### src/rtl/kt_pkg.sv
// Shared types and constants for the mm:ss countdown timer.
package kt_pkg;

  typedef enum logic [1:0] {
    IDLE  = 2'd0,
    RUN   = 2'd1,
    PAUSE = 2'd2,
    ALARM = 2'd3
  } state_e;

  typedef logic [3:0] bcd_t;

  localparam int SEC_MAX     = 59;
  localparam int MAX_MIN_DEF = 99;

endpackage

### src/rtl/mmss_bcd_counter.sv
// Four-digit BCD mm:ss register with increment, decrement-with-borrow and clear controls.
module mmss_bcd_counter
  import kt_pkg::*;
#(
  parameter int MAX_MIN = MAX_MIN_DEF
) (
  input  logic       clk_i,
  input  logic       rst_ni,
  input  logic       load_zero_i,
  input  logic       dec_i,
  input  logic       inc_min_i,
  input  logic       inc_sec_i,
  output logic [3:0] min_tens_o,
  output logic [3:0] min_ones_o,
  output logic [3:0] sec_tens_o,
  output logic [3:0] sec_ones_o,
  output logic       is_zero_o
);

  localparam bcd_t SEC_TENS_MAX = 4'(SEC_MAX / 10);
  localparam bcd_t MIN_TENS_MAX = 4'(MAX_MIN / 10);
  localparam bcd_t MIN_ONES_MAX = 4'(MAX_MIN % 10);

  bcd_t min_tens_q, min_ones_q, sec_tens_q, sec_ones_q;
  bcd_t min_tens_d, min_ones_d, sec_tens_d, sec_ones_d;

  assign is_zero_o = (min_tens_q == 4'd0) && (min_ones_q == 4'd0) &&
                     (sec_tens_q == 4'd0) && (sec_ones_q == 4'd0);

  always_comb begin
    min_tens_d = min_tens_q;
    min_ones_d = min_ones_q;
    sec_tens_d = sec_tens_q;
    sec_ones_d = sec_ones_q;
    if (load_zero_i) begin
      min_tens_d = 4'd0;
      min_ones_d = 4'd0;
      sec_tens_d = 4'd0;
      sec_ones_d = 4'd0;
    end else if (dec_i) begin
      // Decrementing 00:00 is never requested; hold it there if it ever is.
      if (sec_ones_q != 4'd0) begin
        sec_ones_d = sec_ones_q - 4'd1;
      end else if (sec_tens_q != 4'd0) begin
        sec_ones_d = 4'd9;
        sec_tens_d = sec_tens_q - 4'd1;
      end else if (min_ones_q != 4'd0) begin
        sec_ones_d = 4'd9;
        sec_tens_d = SEC_TENS_MAX;
        min_ones_d = min_ones_q - 4'd1;
      end else if (min_tens_q != 4'd0) begin
        sec_ones_d = 4'd9;
        sec_tens_d = SEC_TENS_MAX;
        min_ones_d = 4'd9;
        min_tens_d = min_tens_q - 4'd1;
      end
    end else begin
      if (inc_sec_i) begin
        if (sec_ones_q == 4'd9) begin
          sec_ones_d = 4'd0;
          sec_tens_d = (sec_tens_q == SEC_TENS_MAX) ? 4'd0 : sec_tens_q + 4'd1;
        end else begin
          sec_ones_d = sec_ones_q + 4'd1;
        end
      end
      if (inc_min_i) begin
        if ((min_tens_q == MIN_TENS_MAX) && (min_ones_q == MIN_ONES_MAX)) begin
          min_tens_d = 4'd0;
          min_ones_d = 4'd0;
        end else if (min_ones_q == 4'd9) begin
          min_ones_d = 4'd0;
          min_tens_d = min_tens_q + 4'd1;
        end else begin
          min_ones_d = min_ones_q + 4'd1;
        end
      end
    end
  end

  always_ff @(posedge clk_i) begin
    if (!rst_ni) begin
      min_tens_q <= 4'd0;
      min_ones_q <= 4'd0;
      sec_tens_q <= 4'd0;
      sec_ones_q <= 4'd0;
    end else begin
      min_tens_q <= min_tens_d;
      min_ones_q <= min_ones_d;
      sec_tens_q <= sec_tens_d;
      sec_ones_q <= sec_ones_d;
    end
  end

  assign min_tens_o = min_tens_q;
  assign min_ones_o = min_ones_q;
  assign sec_tens_o = sec_tens_q;
  assign sec_ones_o = sec_ones_q;

endmodule

### src/rtl/countdown_core.sv
// Countdown timer control: IDLE/RUN/PAUSE/ALARM FSM, alarm duration counter, mm:ss digits.
module countdown_core
  import kt_pkg::*;
#(
  parameter int ALARM_TICKS = 10,
  parameter int MAX_MIN     = MAX_MIN_DEF
) (
  input  logic       in_clk,
  input  logic       rst_n,
  input  logic       sec_tick,
  input  logic       start_stop,
  input  logic       clear,
  input  logic       inc_min,
  input  logic       inc_sec,
  output logic [3:0] min_tens,
  output logic [3:0] min_ones,
  output logic [3:0] sec_tens,
  output logic [3:0] sec_ones,
  output logic       running,
  output logic       alarm,
  output logic [1:0] state_o
);

  localparam logic [7:0] ALARM_LAST = 8'(ALARM_TICKS - 1);

  state_e     state_q;
  logic       running_q, alarm_q;
  logic [7:0] alarm_cnt_q;

  logic cnt_load_zero, cnt_dec, cnt_inc_min, cnt_inc_sec;
  logic is_zero, is_one;

  assign is_one = (min_tens == 4'd0) && (min_ones == 4'd0) &&
                  (sec_tens == 4'd0) && (sec_ones == 4'd1);

  // Digit controls follow the same priority as the FSM: clear, start_stop, sec_tick, increments.
  always_comb begin
    cnt_load_zero = 1'b0;
    cnt_dec       = 1'b0;
    cnt_inc_min   = 1'b0;
    cnt_inc_sec   = 1'b0;
    if (clear) begin
      cnt_load_zero = 1'b1;
    end else begin
      case (state_q)
        IDLE, PAUSE: begin
          cnt_inc_min = inc_min && !start_stop;
          cnt_inc_sec = inc_sec && !start_stop;
        end
        RUN:     cnt_dec = sec_tick && !start_stop;
        default: ;
      endcase
    end
  end

  always_ff @(posedge in_clk) begin
    if (!rst_n) begin
      state_q     <= IDLE;
      running_q   <= 1'b0;
      alarm_q     <= 1'b0;
      alarm_cnt_q <= 8'd0;
    end else if (clear) begin
      state_q     <= IDLE;
      running_q   <= 1'b0;
      alarm_q     <= 1'b0;
      alarm_cnt_q <= 8'd0;
    end else begin
      case (state_q)
        IDLE, PAUSE: begin
          if (start_stop && !is_zero) begin
            state_q   <= RUN;
            running_q <= 1'b1;
          end
        end
        RUN: begin
          if (start_stop) begin
            state_q   <= PAUSE;
            running_q <= 1'b0;
          end else if (sec_tick && is_one) begin
            state_q     <= ALARM;
            running_q   <= 1'b0;
            alarm_q     <= 1'b1;
            alarm_cnt_q <= 8'd0;
          end
        end
        ALARM: begin
          if (start_stop || (sec_tick && (alarm_cnt_q == ALARM_LAST))) begin
            state_q     <= IDLE;
            alarm_q     <= 1'b0;
            alarm_cnt_q <= 8'd0;
          end else if (sec_tick) begin
            alarm_cnt_q <= alarm_cnt_q + 8'd1;
          end
        end
        default: state_q <= IDLE;
      endcase
    end
  end

  mmss_bcd_counter #(
    .MAX_MIN(MAX_MIN)
  ) u_digits (
    .clk_i       (in_clk),
    .rst_ni      (rst_n),
    .load_zero_i (cnt_load_zero),
    .dec_i       (cnt_dec),
    .inc_min_i   (cnt_inc_min),
    .inc_sec_i   (cnt_inc_sec),
    .min_tens_o  (min_tens),
    .min_ones_o  (min_ones),
    .sec_tens_o  (sec_tens),
    .sec_ones_o  (sec_ones),
    .is_zero_o   (is_zero)
  );

  assign running = running_q;
  assign alarm   = alarm_q;
  assign state_o = state_q;

endmodule
### config.mk
export PLATFORM = sky130hd
export DESIGN_NAME = countdown_core
export DESIGN_NICKNAME = d
export VERILOG_FILES = /design/src/rtl/kt_pkg.sv /design/src/rtl/mmss_bcd_counter.sv /design/src/rtl/countdown_core.sv
export SDC_FILE = /design/constraint.sdc
export NUM_CORES = 1
export LEC_CHECK = 0
export CORE_MARGIN = 3
export CORE_UTILIZATION = 50
export CTS_BUF_LIST = sky130_fd_sc_hd__clkbuf_8
export DETAILED_ROUTE_END_ITERATION = 6
export PLACE_DENSITY = 0.7
export SYNTH_ARGS = -nofsm -noshare
export SYNTH_HDL_FRONTEND = slang
export SYNTH_SLANG_ARGS = --single-unit
### constraint.sdc
create_clock -name in_clk -period 2.7 [get_ports in_clk]
set_input_delay 0.405 -clock in_clk [delete_from_list [all_inputs] [get_ports in_clk]]
set_output_delay 0.405 -clock in_clk [all_outputs]
set_load 0.01 [all_outputs]
==> flow_metrics.py <==
metrics = {
    "power": {
        "pwr-share-comb": 0.089,
        "p_switching_uw": 187.7,
        "vdd_ir_drop_max_uv": 307.9,
        "clkPwrFrac": 0.408,
        "total_power_uw": 834.6,
        "p_leak_nw": 0.8246,
        "power_frac_seq": 0.504,
        "p_int_uw": 646.9,
        "power_density_nw_per_um2": 346.5,
        "switching_share": 0.2249,
    },
    "synthesis": {
        "netlist_area_um2": 2049,
        "ys_seq_elements": 28,
        "synth-async-reset-ratio": 0,
        "synth_top_family_by_area": "simple AND/OR/NAND/NOR gates",
        "synth_compound_area_frac": 0.2497,
        "synth_flop_cell": "dfxtp_1",
        "synth_edf_count": 0,
        "synthAdderAreaFrac": 0.06105,
        "yosysSeqAreaShare": 0.2735,
        "synth_area_leaders": "dfxtp_1 (27%), ha_1 (6.1%), o21ai_0 (4.6%), a21oi_1 (4.2%), nand2_1 (4.0%)",
        "yosys.area.top_type": "dfxtp_1",
        "synthSimpleGateAreaFrac": 0.3120,
        "synth_top_area_frac": 0.2735,
        "synthDistinctLibCells": 59,
        "synth_fp_nets": 279,
        "synthXorXnorAreaFrac": 0.02137,
        "avgSynthCellArea_um2": 7.822,
        "synthMuxAreaShare": 0.009768,
        "yosys_warnings": 0,
        "syn-instance-count": 262,
    },
    "timing": {
        "tightest_slew_ns": 0.6622,
        "finalMaxSlewViolations": 0,
        "fin_crit_ns": 2.268,
        "fmax_mhz": 441.0,
        "fin_setup_tns_ns": 0,
        "period_share": 0.8398,
        "final-setup-viol-count": 0,
        "whs_ns": 0.4996,
        "slew_headroom": 0.5523,
        "hold_violations": 0,
        "skew_ns": 0.004307,
        "fin_ws_ns": 0.4325,
        "rsz0062_at_grt": "no",
    },
    "finish": {
        "final_area_um2": 2409,
        "areaGrowthSynthToFinish_pct": 17.52,
        "final_common_cell": "dfxtp_1",
        "nets": 299,
        "antenna_cells": 0,
        "drive_gt1_frac": 0.08541,
        "final_cell_mix": "dfxtp_1 (28), clkdlybuf4s50_1 (26), nand2_1 (22), nor2_1 (22), o21ai_0 (19)",
    },
    "flow_run": {
        "maxCapViolCount": 0,
    },
    "floorplan": {
        "die_h_um": 70.02,
        "start_util": 0.5395,
        "fp-row-count": 22,
        "core-area_um2": 3799,
        "die_w_um": 70.02,
        "fp.dieArea_um2": 4903,
        "pin_count": 27,
    },
    "clocking": {
        "post-cts-setup-buffer-count": 0,
        "cts_hold_buf": 0,
        "cts_tree": "done",
        "cts_made_buffers": 3,
        "clock_latency_ns": 0.28,
        "clockBufferDepth": 2,
        "cts-root-buf": "clkbuf_8",
        "clk_pin_slew_ns": 0.10,
        "cts_sinks": 28,
        "cts.repair.resized": 0,
        "htreeDepth": 1,
    },
    "global_routing": {
        "grt_pass1_wl_mm": 8.031,
        "grt_pass1_vias": 1638,
        "track_usage": 0.1966,
        "grt_antenna_before_repair": 0,
        "overflow": 0,
        "grt_max_degree": 25,
    },
    "worst_setup_path": {
        "critPathArrivalTime_ns": 2.48,
        "path_buf_inv": 1,
        "critPathCaptureType": "flip-flop",
        "crit_type": "flip-flop to flip-flop",
        "cp_max_fo": 9,
        "cpPeakStageDelay_ns": 0.42,
        "path_cells": "inv_1, ha_1, nor3b_2, and3_1, a31oi_1, or3_1, a21oi_1",
        "startpoint_type": "flip-flop",
        "slowest_stage": "dfxtp_1",
        "critPathTopFamily": "simple AND/OR/NAND/NOR gates",
        "cp.required_ns": 2.92,
    },
    "route": {
        "ant_nets": 0,
        "vias": 1938,
        "drtPass1Iterations": 4,
        "wirelength_mm": 4.814,
        "wire_per_inst_um": 14.63,
        "drt_iter0_markers": 174,
        "viasPerCell": 5.891,
        "drcViolationCount": 0,
    },
    "placement": {
        "place_area_um2": 2337,
        "port_buffers": 26,
        "pre_cts_slack_ns": 0.2344,
        "place.gp.congestion": 0.8429,
        "place_hpwl_mm": 3.489,
    },
    "hold_path": {
        "hold_path.class": "flip-flop to flip-flop",
    },
    "status": {
        "outcome": "finished, final reports clean",
    },
}
## cell usage after synthesis, types with 3 or more instances
library cell	count
a211oi_1	3
a21oi_1	17
a311oi_1	5
a31oi_1	6
and3_1	3
buf_2	4
buf_6	3
clkbuf_1	12
dfxtp_1	28
ha_1	10
inv_1	9
nand2_1	22
nand2b_1	3
nand3_1	15
nand3b_1	6
nor2_1	22
nor3_1	7
nor3b_1	3
nor4_1	5
nor4b_1	3
o21ai_0	19
o31ai_1	3
or3_1	5
xnor2_1	3
## registers in the layout, indices dropped and copies added, names as in the netlist
| name | cells |
|---|---|
| alarm | 1 |
| alarm_cnt_q | 8 |
| running | 1 |
| state_o | 2 |
| u_digits.min_ones_o | 4 |
| u_digits.min_tens_o | 4 |
| u_digits.sec_ones_o | 4 |
| u_digits.sec_tens_o | 4 |
## final cells by class
cell class | instances | area [µm²]
Fill cell | 380 | 1390
Multi-Input combinational cell | 203 | 1340
Sequential cell | 28 | 560.5
Timing Repair Buffer | 37 | 342.8
Tap cell | 48 | 60.06
Clock buffer | 3 | 41.29
Inverter | 9 | 33.78
Clock inverter | 1 | 30.03
## kinds of logic (layout without fill, tap and decap cells)
family,count (synthesis),in the layout
xor+xnor,5,5
mux,2,2
compound gates,74,74
flops,28,28
fa+ha+maj,10,10
buf+inv,31,50
simple gates,112,112
## power groups by stage
stage          registers, mW  clock network (mW)  logic [mW]
2_1_floorplan          0.428                   0      0.0451
3_3_place_gp           0.430                   0      0.0728
3_5_place_dp           0.430                   0      0.0734
4_1_cts                0.420               0.347      0.0737
5_1_grt                0.421               0.367      0.0807
6_report               0.420               0.340      0.0741
## per-layer routing
| layer | global-route usage | routed length, µm |
|---|---|---|
| met5 | 0 | 0 |
| met4 | 0.03404 | 22 |
| met3 | 0.03885 | 274 |
| met1 | 0.3077 | 2586 |
| met2 | 0.2770 | 1931 |
## final timing paths
path | startpoint | to | slack [ns] | depth (start not counted)
worst min-delay path | alarm_cnt_q[7] | alarm_cnt_q[7] | 0.50 | 2
worst min register to register | alarm_cnt_q[7] | alarm_cnt_q[7] | 0.50 | 2
worst max-delay path | u_digits.min_ones_o[0] | alarm_cnt_q[1] | 0.43 | 7
worst max register to register | u_digits.min_ones_o[0] | alarm_cnt_q[1] | 0.43 | 7
## stage by stage
step,std cells,utilization
CTS,329,0.6341
floorplan,262,-
global placement,325,0.6153
global route,329,0.6341
finish,329,0.6341
detailed placement,325,0.6153
## worst reg2reg max path: stages, from the launching register on
cell and delay (ns):
dfxtp_1 0.42, inv_1 0.14, ha_1 0.19, nor3b_2 0.38, and3_1 0.32, a31oi_1 0.22
or3_1 0.40, a21oi_1 0.14
Note: power is estimated with default switching activity, not from simulation.
